File: src/rtl/crypto_seq_pkg.sv
// Shared types and default widths for the cipher-core sequencer.
package crypto_seq_pkg;

  localparam int KEY_W_DEF  = 128;
  localparam int DATA_W_DEF = 128;

  typedef enum logic [2:0] {
    IDLE      = 3'd0,
    KEY_LOAD  = 3'd1,
    KEY_WAIT  = 3'd2,
    DATA_LOAD = 3'd3,
    DATA_WAIT = 3'd4,
    RESP      = 3'd5
  } seq_state_t;

endpackage

File: src/rtl/crypto_core_sequencer_if.sv
// Requester-side job/result handshake bundle for crypto_core_sequencer.
interface crypto_core_sequencer_if
  import crypto_seq_pkg::*;
#(
  parameter int KEY_W  = KEY_W_DEF,
  parameter int DATA_W = DATA_W_DEF
);

  logic              req_valid;
  logic              req_ready;
  logic              req_new_key;
  logic [KEY_W-1:0]  req_key;
  logic [DATA_W-1:0] req_data;
  logic              rsp_valid;
  logic              rsp_ready;
  logic [DATA_W-1:0] rsp_data;
  logic              rsp_err;

  modport master (
    output req_valid, req_new_key, req_key, req_data, rsp_ready,
    input  req_ready, rsp_valid, rsp_data, rsp_err
  );

  modport slave (
    input  req_valid, req_new_key, req_key, req_data, rsp_ready,
    output req_ready, rsp_valid, rsp_data, rsp_err
  );

endinterface

File: src/rtl/crypto_core_sequencer_timeout_cnt.sv
// Wait-state timeout counter; only built when SEQ_TIMEOUT_EN is defined.
`ifdef SEQ_TIMEOUT_EN
module seq_timeout_cnt #(
  parameter int unsigned LIMIT = 1024
) (
  input  logic CLK,
  input  logic RST,
  input  logic load,
  input  logic enable,
  output logic expire
);

  localparam int W = (LIMIT > 1) ? $clog2(LIMIT) : 1;

  logic [W-1:0] cnt;

  always_ff @(posedge CLK or posedge RST) begin
    if (RST)                    cnt <= '0;
    else if (load)              cnt <= '0;
    else if (enable && !expire) cnt <= cnt + 1'b1;
  end

  assign expire = (cnt == W'(LIMIT - 1));

endmodule
`endif

File: src/rtl/crypto_core_sequencer.sv
// Sequences key/data loads into a Krdy/Drdy block-cipher core for one requester.
// Optional wait-state timeout enabled by defining SEQ_TIMEOUT_EN.
module crypto_core_sequencer
  import crypto_seq_pkg::*;
#(
  parameter int KEY_W     = KEY_W_DEF,
  parameter int DATA_W    = DATA_W_DEF,
  parameter int TO_CYCLES = 1024
) (
  input  logic                    CLK,
  input  logic                    RST,
  input  logic                    EN,
  crypto_core_sequencer_if.slave  host,
  output logic                    Krdy,
  output logic [KEY_W-1:0]        Kin,
  output logic                    Drdy,
  output logic [DATA_W-1:0]       Din,
  input  logic                    Kvld,
  input  logic                    Dvld,
  input  logic [DATA_W-1:0]       Dout,
  input  logic                    BSY
);

  seq_state_t        state_q, state_d;
  logic              key_loaded_q;
  logic              kvld_pend_q, dvld_pend_q;
  logic [DATA_W-1:0] dout_pend_q;
  logic [DATA_W-1:0] rsp_data_q;
  logic              kvld_eff, dvld_eff, accept, go_key, abort;
  logic [DATA_W-1:0] dout_sel;

  // Core pulses seen while frozen are replayed once EN returns.
  assign kvld_eff = Kvld | kvld_pend_q;
  assign dvld_eff = Dvld | dvld_pend_q;
  assign dout_sel = Dvld ? Dout : dout_pend_q;
  assign accept   = host.req_valid & host.req_ready;
  assign go_key   = host.req_new_key | ~key_loaded_q;

`ifdef SEQ_TIMEOUT_EN
  logic to_expire, to_load, rsp_err_q;

  assign to_load = (state_q != KEY_WAIT) && (state_q != DATA_WAIT);
  assign abort   = to_expire &&
                   (((state_q == KEY_WAIT) && !kvld_eff) ||
                    ((state_q == DATA_WAIT) && !dvld_eff));

  seq_timeout_cnt #(.LIMIT(TO_CYCLES)) u_timeout (
    .CLK    (CLK),
    .RST    (RST),
    .load   (to_load),
    .enable (EN & ~to_load),
    .expire (to_expire)
  );

  always_ff @(posedge CLK or posedge RST) begin
    if (RST)                                            rsp_err_q <= 1'b0;
    else if (EN && abort)                               rsp_err_q <= 1'b1;
    else if (EN && state_q == RESP && host.rsp_ready)   rsp_err_q <= 1'b0;
  end

  assign host.rsp_err = rsp_err_q;
`else
  assign abort        = 1'b0;
  assign host.rsp_err = 1'b0;
`endif

  // NOTE: sequential state uses non-blocking (<=) so every register samples pre-edge values.
  always_ff @(posedge CLK or posedge RST) begin
    if (RST)     state_q <= IDLE;
    else if (EN) state_q <= state_d;
  end

  // NOTE: state_d is defaulted before the case so no path leaves it unassigned (no latch).
  always_comb begin
    state_d = state_q;
    unique case (state_q)
      IDLE:      if (accept) state_d = go_key ? KEY_LOAD : DATA_LOAD;
      KEY_LOAD:  state_d = KEY_WAIT;
      KEY_WAIT:  if (kvld_eff) state_d = DATA_LOAD;
                 else if (abort) state_d = RESP;
      DATA_LOAD: state_d = DATA_WAIT;
      DATA_WAIT: if (dvld_eff || abort) state_d = RESP;
      RESP:      if (host.rsp_ready) state_d = IDLE;
      default:   state_d = IDLE;
    endcase
  end

  always_comb begin
    host.req_ready = (state_q == IDLE) && EN && !BSY && !RST;
    host.rsp_valid = (state_q == RESP);
    Krdy           = EN && (state_q == KEY_LOAD);
    Drdy           = EN && (state_q == DATA_LOAD);
  end

  always_ff @(posedge CLK or posedge RST) begin
    if (RST) begin
      Kin          <= '0;
      Din          <= '0;
      rsp_data_q   <= '0;
      key_loaded_q <= 1'b0;
      kvld_pend_q  <= 1'b0;
      dvld_pend_q  <= 1'b0;
      dout_pend_q  <= '0;
    end else if (!EN) begin
      if (Kvld) kvld_pend_q <= 1'b1;
      if (Dvld) begin
        dvld_pend_q <= 1'b1;
        dout_pend_q <= Dout;
      end
    end else begin
      kvld_pend_q <= 1'b0;
      dvld_pend_q <= 1'b0;
      if (accept) begin
        Din <= host.req_data;
        if (go_key) Kin <= host.req_key;
      end
      if (state_q == KEY_WAIT && kvld_eff)  key_loaded_q <= 1'b1;
      if (state_q == DATA_WAIT && dvld_eff) rsp_data_q   <= dout_sel;
      // A timed-out core is in an unknown key state, so force a reload next job.
      if (abort) begin
        rsp_data_q   <= '0;
        key_loaded_q <= 1'b0;
      end
    end
  end

  assign host.rsp_data = rsp_data_q;

endmodule

File: src/flat_wrapper.sv
// flat-port wrapper written by rule: the top's interface ports become plain ports
module crypto_core_sequencer_flat import crypto_seq_pkg::*;
#(
  parameter int KEY_W     = KEY_W_DEF,
  parameter int DATA_W    = DATA_W_DEF,
  parameter int TO_CYCLES = 1024
)
  (CLK, RST, EN, Krdy, Kin, Drdy, Din, Kvld, Dvld, Dout, BSY, host_req_valid, host_req_new_key, host_req_key, host_req_data, host_rsp_ready, host_req_ready, host_rsp_valid, host_rsp_data, host_rsp_err);
  crypto_core_sequencer_if #(.KEY_W(KEY_W), .DATA_W(DATA_W)) host_i ();
  input  logic CLK;
  input  logic RST;
  input  logic EN;
  output logic Krdy;
  output logic [KEY_W-1:0] Kin;
  output logic Drdy;
  output logic [DATA_W-1:0] Din;
  input  logic Kvld;
  input  logic Dvld;
  input  logic [DATA_W-1:0] Dout;
  input  logic BSY;
  input wire logic [$bits(host_i.req_valid)-1:0] host_req_valid;
  input wire logic [$bits(host_i.req_new_key)-1:0] host_req_new_key;
  input wire logic [$bits(host_i.req_key)-1:0] host_req_key;
  input wire logic [$bits(host_i.req_data)-1:0] host_req_data;
  input wire logic [$bits(host_i.rsp_ready)-1:0] host_rsp_ready;
  output wire logic [$bits(host_i.req_ready)-1:0] host_req_ready;
  output wire logic [$bits(host_i.rsp_valid)-1:0] host_rsp_valid;
  output wire logic [$bits(host_i.rsp_data)-1:0] host_rsp_data;
  output wire logic [$bits(host_i.rsp_err)-1:0] host_rsp_err;
  assign host_i.req_valid = host_req_valid;
  assign host_i.req_new_key = host_req_new_key;
  assign host_i.req_key = host_req_key;
  assign host_i.req_data = host_req_data;
  assign host_i.rsp_ready = host_rsp_ready;
  assign host_req_ready = host_i.req_ready;
  assign host_rsp_valid = host_i.rsp_valid;
  assign host_rsp_data = host_i.rsp_data;
  assign host_rsp_err = host_i.rsp_err;
  crypto_core_sequencer #(.KEY_W(KEY_W), .DATA_W(DATA_W), .TO_CYCLES(TO_CYCLES)) u_core (.CLK(CLK), .RST(RST), .EN(EN), .host(host_i), .Krdy(Krdy), .Kin(Kin), .Drdy(Drdy), .Din(Din), .Kvld(Kvld), .Dvld(Dvld), .Dout(Dout), .BSY(BSY));
endmodule
File: config.mk
export PLATFORM = sky130hd
export DESIGN_NAME = crypto_core_sequencer_flat
export DESIGN_NICKNAME = d
export VERILOG_FILES = /design/src/rtl/crypto_seq_pkg.sv /design/src/rtl/crypto_core_sequencer_if.sv /design/src/rtl/crypto_core_sequencer_timeout_cnt.sv /design/src/rtl/crypto_core_sequencer.sv /design/src/flat_wrapper.sv
export SDC_FILE = /design/constraint.sdc
export NUM_CORES = 1
export LEC_CHECK = 0
export CAP_MARGIN = 5
export CORE_AREA = 5 5 301 303
export DETAILED_ROUTE_END_ITERATION = 16
export DIE_AREA = 0 0 306 308
export PLACE_DENSITY = 0.58
export SYNTH_ARGS = -nofsm -noshare
export SYNTH_HDL_FRONTEND = slang
export SYNTH_SLANG_ARGS = --single-unit
File: constraint.sdc
create_clock -name CLK -period 49.8 [get_ports CLK]
set_input_delay 12.45 -clock CLK [delete_from_list [all_inputs] [get_ports CLK]]
set_output_delay 12.45 -clock CLK [all_outputs]
set_load 0.02 [all_outputs]
; Word-level counts from Yosys, hierarchy flattened
; Cells that the tools add are included.
[op_classes]
n_addsub = 0
n_mul = 0
div = 0
n_lt_le_gt_ge = 0
n_eq_ne = 9
n_shift = 0
mux = 11
bitwise_logic = 5
n_reduce_logical = 17
[op_table]
columns = operator, n
row1 = $mux 128, 1
row2 = $pmux 3 s6, 1
row3 = $mux 3, 4
row4 = $logic_and 1x1->1, 7
row5 = $eq 3x2->1 const B, 2
row6 = $eq 3x3->1 const B, 2
row7 = $ne 2x1->1 const B, 3
row8 = $reduce_and 2->1, 3
row9 = $reduce_and 5->1, 1
row10 = $mux 1, 4
row11 = $reduce_bool 2->1, 2
row12 = $eq 3x1->1 const B, 1
row13 = $logic_not 3->1, 1
row14 = $or 1x1->1, 3
row15 = $reduce_and 3->1, 1
row16 = $logic_not 1->1, 2
row17 = $mux 2, 1
row18 = $ne 2x2->1 const B, 1
row19 = $and 1x1->1, 1
row20 = $not 1->1, 1
[totals]
register_bits = 518
latch_bits = 0
ram_bits = 0
romBits = 0
in_bits = 393
out_inout_bits = 389
wordCells = 50
memories = 0

; Longest topological paths before layout
; Gate-level depths: netlist of the first run.
[logic_depth]
ltp_word = 7
ltp_mapped = 8
ltp_nobuf = 4

; Worst setup path after synthesis of the first run
; No wires, ideal clock.
[synth_path]
path_kind = input port to output port
start = input BSY
end = output host_req_ready
arrival_ns = 12.945
path_slack_ns = 24.405
path_stages = 2
path_buffers = 0
path_cell_list = nor4_1 and2_1
[synth_between]
elab_chain_len = 3
[synth_rtl]
columns = item, line
row1 = from (decl), flat_wrapper.sv:20  ; input logic BSY;
row2 = $logic_not 1->1, crypto_core_sequencer.sv:89  ; host.req_ready = (state_q == IDLE) && EN && !BSY && !RST;
row3 = $logic_and 1x1->1 (2 in a row), crypto_core_sequencer.sv:89
row4 = to (decl), flat_wrapper.sv:26  ; output wire logic [$bits(host_i.req_ready)-1:0] host_req_ready;
; Every way passes these cells.

; Worst setup path in the final report of the first run
[layout_path]
start = input EN
end = output Krdy
[layout_between]
elab_chain_len = 1
[layout_rtl]
columns = item, line
row1 = from (decl), flat_wrapper.sv:12  ; input logic EN;
row2 = $logic_and 1x1->1, crypto_core_sequencer.sv:91  ; Krdy = EN && (state_q == KEY_LOAD);
row3 = to (decl), flat_wrapper.sv:13  ; output logic Krdy;
; Every way passes these cells.

==> results of run 1 <==
## per-layer routing
layer | GRT usage [%] | share of wire, %
met5 | 0 | 0.11
met1 | 15.5 | 38
met3 | 5.18 | 8.5
met2 | 24.3 | 50
met4 | 5.55 | 3.5
## per-stage QoR
| step | util (%) | instance area, µm² | std cells | hold slack, ns |
|---|---|---|---|---|
| floorplan | - | 20500 | 1412 | 0.469 |
| global placement | 33.5 | 29400 | 3278 | 0.466 |
| detailed placement | 33.5 | 29400 | 3278 | 0.474 |
| CTS | 35.7 | 31300 | 3383 | 0.487 |
| global route | 35.7 | 31300 | 3393 | 0.495 |
| finish | 35.7 | 31300 | 3396 | 0.481 |
## worst register-to-register path, stage by stage, from the launching register on
cell      delay, ns
dfrtp_1        0.52
nor4_1         0.38
and3_4         0.78
a21boi_4       0.30
buf_4          0.57
buf_4          0.93
mux2_2         0.52
## cell usage in the layout, fill, tap and decap left out, types with 2 or more instances in the layout
cell	instances
clkdlybuf4s50_1	779
inv_6	2
buf_4	7
and2_1	2
buf_12	4
nor2b_1	2
mux2_1	111
a21oi_1	130
clkbuf_8	12
diode_2	13
clkinvlp_4	3
dfrtp_1	518
mux2i_1	128
clkbuf_1	16
clkbuf_16	60
nor2_1	133
mux2_2	274
nor2b_4	2
a21o_1	4
nand2_1	2
bufinv_16	3
clkinv_2	7
## cell type report
cell class              count  area (µm²)  area share, %
flip-flops and latches    518       13000           41.4
repair buffers            791        7940           25.4
multi-input cells         802        6980           22.3
clock buffers              88        1730           5.52
well taps                1165        1460           4.66
clock inverters            17         190          0.607
diodes                     13        32.5          0.104
inverters                   2        15.0         0.0480
## kinds of logic (layout without fill, tap and decap cells)
kind of cell	after synthesis	count (layout)	share of synthesized area, %
other cells	1	14	0.0183
simple gates	148	148	2.95
mux	513	513	27.4
compound gates	140	140	3.57
flops	518	518	63.3
buf+inv	92	898	2.73
## path summary, 6_finish.rpt
| check | depth (start not counted) | slack [ns] | to |
|---|---|---|---|
| setup / recovery | 5 | 22.67 | Krdy |
| hold / removal | 1 | 0.48 | u_core.Kin[121] |
| setup reg to reg | 6 | 45.70 | u_core.Kin[115] |
| hold reg to reg | 1 | 0.48 | u_core.Kin[121] |
| max in group asynchronous | 5 | 34.63 | u_core.host.rsp_data[115] |
| min in group asynchronous | 2 | 12.39 | u_core.Kin[97] |
## report_power, final
part | internal [µW] | leakage, µW | total (µW) | switching [µW]
clock network | 254 | 0.000935 | 429 | 176
registers | 595 | 0.00619 | 690 | 94.8
logic | 405 | 0.00594 | 815 | 411
total | 1250 | 0.0131 | 1930 | 681
## flip-flops by register name (all words and copies together) (netlist names)
| register | cells |
|---|---|
| u_core.Din | 128 |
| u_core.Kin | 128 |
| u_core.dout_pend_q | 128 |
| u_core.dvld_pend_q | 1 |
| u_core.host.rsp_data | 128 |
| u_core.key_loaded_q | 1 |
| u_core.kvld_pend_q | 1 |
| u_core.state_q | 3 |
==> metrics.csv, run 1 <==
metric;value;unit
status;finished clean;
ys.flop_type;dfrtp_1;
antenna_found_initial;20;
grt_pass1_vias;15600;
worst-path-buf-inv;2;
clock_latency;0.62;ns
dpl_worst_slack;22.60;ns
end_kind;output port;
power_density;61.8;nW/µm²
crit_family;buffers and inverters;
yosys-top-cells-area;dfrtp_1 63%, mux2_2 15%, mux2i_1 6.3%, mux2_1 6.1%, a21oi_1 3.2%;
synth-seq-area-share;63.3;%
ir_worst_vdd;36.0;µV
io_pins;782;
num-fill-cells;8496;
firstDrtPassIters;5;
arrival;14.68;ns
post_cts_buffers;0;
rows;109;
cts_max_level;2;
final-setup-viol-count;0;
cts_hold_buffers;0;
grt_pass1_wl;102000;µm
cts_tree;built;
root_buffer;clkbuf_16;
critical_path.max_stage_delay;0.72;ns
fmax;36.9;MHz
total_power;1930;µW
globalplace.congestion;0.813;
synth-seq-cells;518;
drive_above_1_share;17.2;%
period_share;54.5;%
nets;2567;
synth_cell_types;31;
min-delay-start;u_core.Kin[121];
grt.total_usage;13.9;%
cp_max_fo;8;
vias;14200;
syn_area;20500;µm²
max-cap-violations;0;
synth_largest_area_cell;dfrtp_1;
cpMostUsedCell;clkdlybuf4s50_1;
setup_ws;22.67;ns
critPathLaunch;EN;
numCtsBuffers;59;
wl_per_cell;20.2;µm
leakagePower;0.0131;µW
drtIter0Drc;539;
synthesis.nets;1805;
drv_slew;0;
clkSinkCount;518;
area_growth;52.9;%
wl;68800;µm
critPathKind;primary input to output port;
dieArea;94200;µm²
tightest_slew;1.15;ns
initial_core_util;23.4;%
yosysWarningCount;0;
drc;0;
worstPathCellList;clkdlybuf4s50_1, nor2b_4, nand2_1, nor2_1, clkdlybuf4s50_1;
layout_min_cycle_time;27.13;ns
rr_startpoint;u_core.state_q[0];
yosys.cell_count.top_type;dfrtp_1;
synth_top_cell_area_share;63.3;%
via_per_inst;4.19;
cts.reportedPaths.clkPinSlew;0.06;ns
synth_cells;1412;
die_h;308;µm
clk_path_buf_depth;3;
overflow;0;
rsz0062_at_grt;no;
yosys-top-cells-count;518 x dfrtp_1, 274 x mux2_2, 133 x nor2_1;
slowest_stage;clkdlybuf4s50_1;
numPortBuffers;780;
synthArstFlopShare;100;%
hold_viol_final;0;
hpwl;50600;µm
cp.required;37.35;ns
ant_nets;0;
core;87700;µm²
cts_repair_resize_count;0;
grt_start_max_net_pins;213;
synth-edff-count;0;
fin_skew;0.0141;ns
hp-class;register to register;
start_kind;primary input;
relSlewSlack;23.4;%
die_width;306;µm
syn_avg_cell_area;14.5;µm²
tns;0;ns
(Power assumes the default switching activity.)
==> run 2: changes to the inputs <==
--- a/config.mk
+++ b/config.mk
@@ -6,10 +6,10 @@
 export NUM_CORES = 1
 export LEC_CHECK = 0
 export CAP_MARGIN = 5
-export CORE_AREA = 5 5 301 303
+export CORE_AREA = 5 5 305 307
 export DETAILED_ROUTE_END_ITERATION = 16
-export DIE_AREA = 0 0 306 308
-export PLACE_DENSITY = 0.58
+export DIE_AREA = 0 0 310 312
+export PLACE_DENSITY = 0.57
 export SYNTH_ARGS = -nofsm -noshare
 export SYNTH_HDL_FRONTEND = slang
 export SYNTH_SLANG_ARGS = --single-unit
==> constraint.sdc (replaced) <==
create_clock -name CLK -period 25.9 [get_ports CLK]
set_input_delay 6.475 -clock CLK [delete_from_list [all_inputs] [get_ports CLK]]
set_output_delay 6.475 -clock CLK [all_outputs]
set_load 0.02 [all_outputs]
==> run 2 against run 1 <==
Effect of this change: critical path depth fell by 1; sequential power rose by 96%; cell count rose by 0.50%; critical endpoint is now host_req_ready; via count barely moved; register-to-register slack got worse by 24 ns; hold slack improved by 0.0011 ns; power rose by 95%; clock power rose by 100%; sequential cell count did not move; routed wire length rose by 1.1%; setup slack got worse by 11 ns; clock skew rose by 0.013 ns; highest routed layer unchanged; largest cell class unchanged; largest power group unchanged.
==> metrics.csv, run 2 (synthesized netlist as in run 1, its figures left out) <==
metric;value;unit
grt_use_met1;15.2;%
busiest_layer;met2;
grt_start_max_net_pins;148;
critPathLaunch;EN;
antenna_found_initial;15;
fin_util;35.0;%
ir_worst_vdd;67.4;µV
cts.reportedPaths.clkPinSlew;0.06;ns
cts_repair_resize_count;0;
clock_latency;0.61;ns
fmax;68.0;MHz
p_switching;1330;µW
use_met2;24.7;%
overflow;0;
drive_above_1_share;18.0;%
grt_pass1_vias;15900;
ant_nets;0;
tns;0;ns
period_share;56.8;%
power_density;120;nW/µm²
p_sw_share;35.2;%
hpwl;51600;µm
die_width;310;µm
pwr-share-seq;35.7;%
layout_min_cycle_time;14.71;ns
tightest_slew;1.14;ns
rows;110;
root_buffer;clkbuf_16;
hold_viol_final;0;
firstDrtPassIters;4;
clock_power_share;23.0;%
nets;2570;
final_common_cell;clkdlybuf4s50_1;
num-fill-cells;8770;
cts_max_level;2;
cp.required;19.42;ns
numCtsBuffers;60;
cp_max_fo;8;
grt.total_usage;13.8;%
fin_skew;0.0274;ns
core;89700;µm²
min-delay-start;u_core.Kin[11];
clkSinkCount;518;
wl_per_cell;20.4;µm
post_cts_buffers;0;
combPwrFrac;41.2;%
arrival;8.24;ns
vias;14200;
wl;69500;µm
via_per_inst;4.17;
clk_path_buf_depth;3;
cts_hold_buffers;0;
dieArea;96700;µm²
io_pins;782;
cts_tree;built;
grt_pass1_wl;103000;µm
drv_slew;0;
die_h;312;µm
area_growth;53.5;%
p_int;2440;µW
end_kind;output port;
rsz0062_at_grt;no;
gr-usage-met3;4.32;%
globalplace.congestion;0.825;
max-cap-violations;0;
status;finished clean;
initial_core_util;22.8;%
leakagePower;0.0132;µW
numPortBuffers;780;
start_kind;primary input;
drtIter0Drc;618;
drc;0;
mostFrequentLayoutCells;779 x clkdlybuf4s50_1, 518 x dfrtp_1, 274 x mux2_2, 133 x nor2_1, 130 x a21oi_1;
final-setup-viol-count;0;
hp-class;register to register;
relSlewSlack;23.9;%
rr_startpoint;u_core.state_q[0];
critPathKind;primary input to output port;
[run 2: changes by cell type in the layout (fill, tap and decap cells not counted), sizes merged]
cell	previous run	this run
inv	4	5
clkbuf	88	84
buf	12	14
bufinv	3	4
diode	13	9
clkinv	9	19
[run 2: through the flow]
step	area, µm²	instances	power [µW]	hold slack [ns]	setup slack (ns)
CTS	31400	3404	3830	0.487	11.15
floorplan	20500	1412	2040	0.469	4.96
global route	31400	3412	3960	0.501	11.08
global placement	29400	3291	2900	0.468	11.16
finish	31400	3413	3770	0.482	11.19
detailed placement	29400	3291	2930	0.474	11.16
[run 2: power groups by stage]
stage	sequential (µW)	clock, µW	combinational (µW)
after floorplan	1690	0	357
after CTS	1350	902	1580
after detailed placement	1360	0	1570
after global placement	1340	0	1560
final	1350	867	1550
after global routing	1390	933	1640
[run 2: path summary, 6_finish.rpt]
kind | to | slack, ns | depth (start not counted)
max | host_req_ready | 11.19 | 4
min | u_core.Kin[11] | 0.48 | 1
max reg2reg | u_core.Kin[124] | 21.22 | 6
min reg2reg | u_core.Kin[11] | 0.48 | 1
max in group asynchronous | u_core.dout_pend_q[62] | 15.49 | 6
min in group asynchronous | u_core.Kin[76] | 6.42 | 2
[run 2: worst max-delay path, cell delays in order]
cell	delay, ns
clkdlybuf4s50_1	0.66
nor2b_4	0.26
and2_1	0.21
clkdlybuf4s50_1	0.62
[run 2: layer usage]
| layer | part of all wire [%] | wire length, µm | vias to the layer above |
|---|---|---|---|
| li1 | - | - | 6477 |
| met1 | 37 | 25800 | 7137 |
| met2 | 52 | 35900 | 466 |
| met3 | 7.6 | 5300 | 138 |
| met4 | 3.5 | 2430 | 12 |
| met5 | 0.12 | 81 | - |
[run 2: layout make-up]
type	count	area [µm²]	share of cell area (%)
Antenna cell	9	22.5	0.0716
Clock buffer	84	1780	5.67
Clock inverter	29	272	0.864
Inverter	2	15.0	0.0478
Multi-Input combinational cell	802	6980	22.2
Sequential cell	518	13000	41.2
Tap cell	1176	1470	4.68
Timing Repair Buffer	793	7930	25.2
==> run 3: changes to the inputs <==
--- a/config.mk
+++ b/config.mk
@@ -6,10 +6,10 @@
 export NUM_CORES = 1
 export LEC_CHECK = 0
 export CAP_MARGIN = 5
-export CORE_AREA = 5 5 305 307
+export CORE_AREA = 5 5 302 304
 export DETAILED_ROUTE_END_ITERATION = 16
-export DIE_AREA = 0 0 310 312
-export PLACE_DENSITY = 0.57
+export DIE_AREA = 0 0 307 309
+export PLACE_DENSITY = 0.6
 export SYNTH_ARGS = -nofsm -noshare
 export SYNTH_HDL_FRONTEND = slang
 export SYNTH_SLANG_ARGS = --single-unit
==> constraint.sdc (replaced) <==
create_clock -name CLK -period 11.9 [get_ports CLK]
set_input_delay 2.975 -clock CLK [delete_from_list [all_inputs] [get_ports CLK]]
set_output_delay 2.975 -clock CLK [all_outputs]
set_load 0.02 [all_outputs]
==> run 3 against run 2 <==
Effect of this change: global-route usage decreased by 0.084 points; power grew 120%; clock-buffer cell count is 5 higher; sequential share of layout area hardly changed; largest power group unchanged.
==> metrics.csv, run 3 (synthesized netlist as in run 1, its figures left out) <==
metric;value;unit
status;finished clean;
clk_path_buf_depth;3;
leakagePower;0.0132;µW
wl;68500;µm
dieArea;94900;µm²
end_kind;output port;
root_buffer;clkbuf_16;
arrival;4.89;ns
critPathKind;primary input to output port;
fmax;127;MHz
area_growth;53.6;%
final_common_cell;clkdlybuf4s50_1;
grt.total_usage;13.7;%
cts_hold_buffers;0;
via_per_inst;4.22;
die_width;307;µm
worstPathCellList;clkdlybuf4s50_1, nor2b_4, nand2_1, nor2_1, clkdlybuf4s50_1;
wl_per_cell;20.2;µm
hpwl;50900;µm
cp.required;8.93;ns
drtIter0Drc;486;
hold_viol_final;0;
io_pins;782;
rsz0062_at_grt;no;
tightest_slew;1.15;ns
fin_skew;0.0177;ns
dpl_worst_slack;3.97;ns
core;88000;µm²
setup_ws;4.04;ns
drive_above_1_share;17.5;%
grt_pass1_vias;15700;
cpMostUsedCell;clkdlybuf4s50_1;
globalplace.congestion;0.829;
cts_repair_resize_count;0;
cts_max_level;2;
clkSinkCount;518;
multi_input_area;6980;µm²
mostFrequentLayoutCells;779 x clkdlybuf4s50_1, 518 x dfrtp_1, 274 x mux2_2, 133 x nor2_1, 130 x a21oi_1;
post_cts_buffers;0;
overflow;0;
relSlewSlack;23.3;%
nets;2570;
regArea;13000;µm²
setup.reg_to_reg.worst_slack;7.73;ns
ir_worst_vdd;174;µV
initial_core_util;23.3;%
drv_slew;0;
num-fill-cells;8503;
start_kind;primary input;
numPortBuffers;780;
period_share;66.1;%
firstDrtPassIters;6;
vias;14300;
grt_start_max_net_pins;216;
cts_tree;built;
grt_pass1_wl;101000;µm
power_density;262;nW/µm²
numCtsBuffers;59;
hp-class;register to register;
slowest_stage;clkdlybuf4s50_1;
clock_latency;0.60;ns
die_h;309;µm
critical_path.max_stage_delay;0.68;ns
antenna_found_initial;12;
max-cap-violations;0;
cp_max_fo;8;
ant_nets;0;
tns;0;ns
drc;0;
rows;109;
layout_min_cycle_time;7.86;ns
final-setup-viol-count;0;
cts.reportedPaths.clkPinSlew;0.06;ns
fin_util;35.8;%
[run 3: cell type report]
type | count | share of cell area (%)
repair buffers | 794 | 25.3
diodes | 6 | 0.0477
clock inverters | 17 | 0.915
clock buffers | 89 | 5.63
multi-input cells | 802 | 22.2
inverters | 2 | 0.0358
well taps | 1165 | 4.63
flip-flops and latches | 518 | 41.2
[run 3: worst max-delay path: cells and delay by family]
family,cells,cell delay (ns)
simple gates,3,0.57
buf+inv,2,1.34
[run 3: stage by stage]
step                      hold slack (ns)  instances  power (µW)  area, µm²
final                               0.483       3393        8240      31500
after global routing                0.495       3392        8650      31400
after CTS                           0.488       3387        8380      31400
after detailed placement            0.474       3281        6390      29400
after global placement              0.466       3281        6320      29400
after floorplan                     0.469       1412        4450      20500
[run 3: worst paths after layout]
kind                              startpoint                       end  depth (start not counted)
max                                       EN                      Krdy                          5
max in group asynchronous                RST  u_core.host.rsp_data[92]                          5
max reg2reg                u_core.state_q[0]            u_core.Kin[57]                          6
min reg2reg                   u_core.Kin[54]            u_core.Kin[54]                          1
min                           u_core.Kin[54]            u_core.Kin[54]                          1
min in group asynchronous                RST            u_core.Kin[89]                          2
[run 3: power breakdown]
group          leakage [µW]  internal, µW  switching (µW)  total [µW]
sequential          0.00619          2490             416        2910
clock               0.00101          1190             728        1920
combinational       0.00595          1690            1720        3420
[run 3: layer usage]
layer  part of all wire (%)  track usage [%]  vias up
met5                   0.13                0        -
met4                    3.8             5.43       12
met2                     49             23.6      477
met1                     38             15.5     7194
met3                    8.7             4.98      141
li1                       -                -     6494
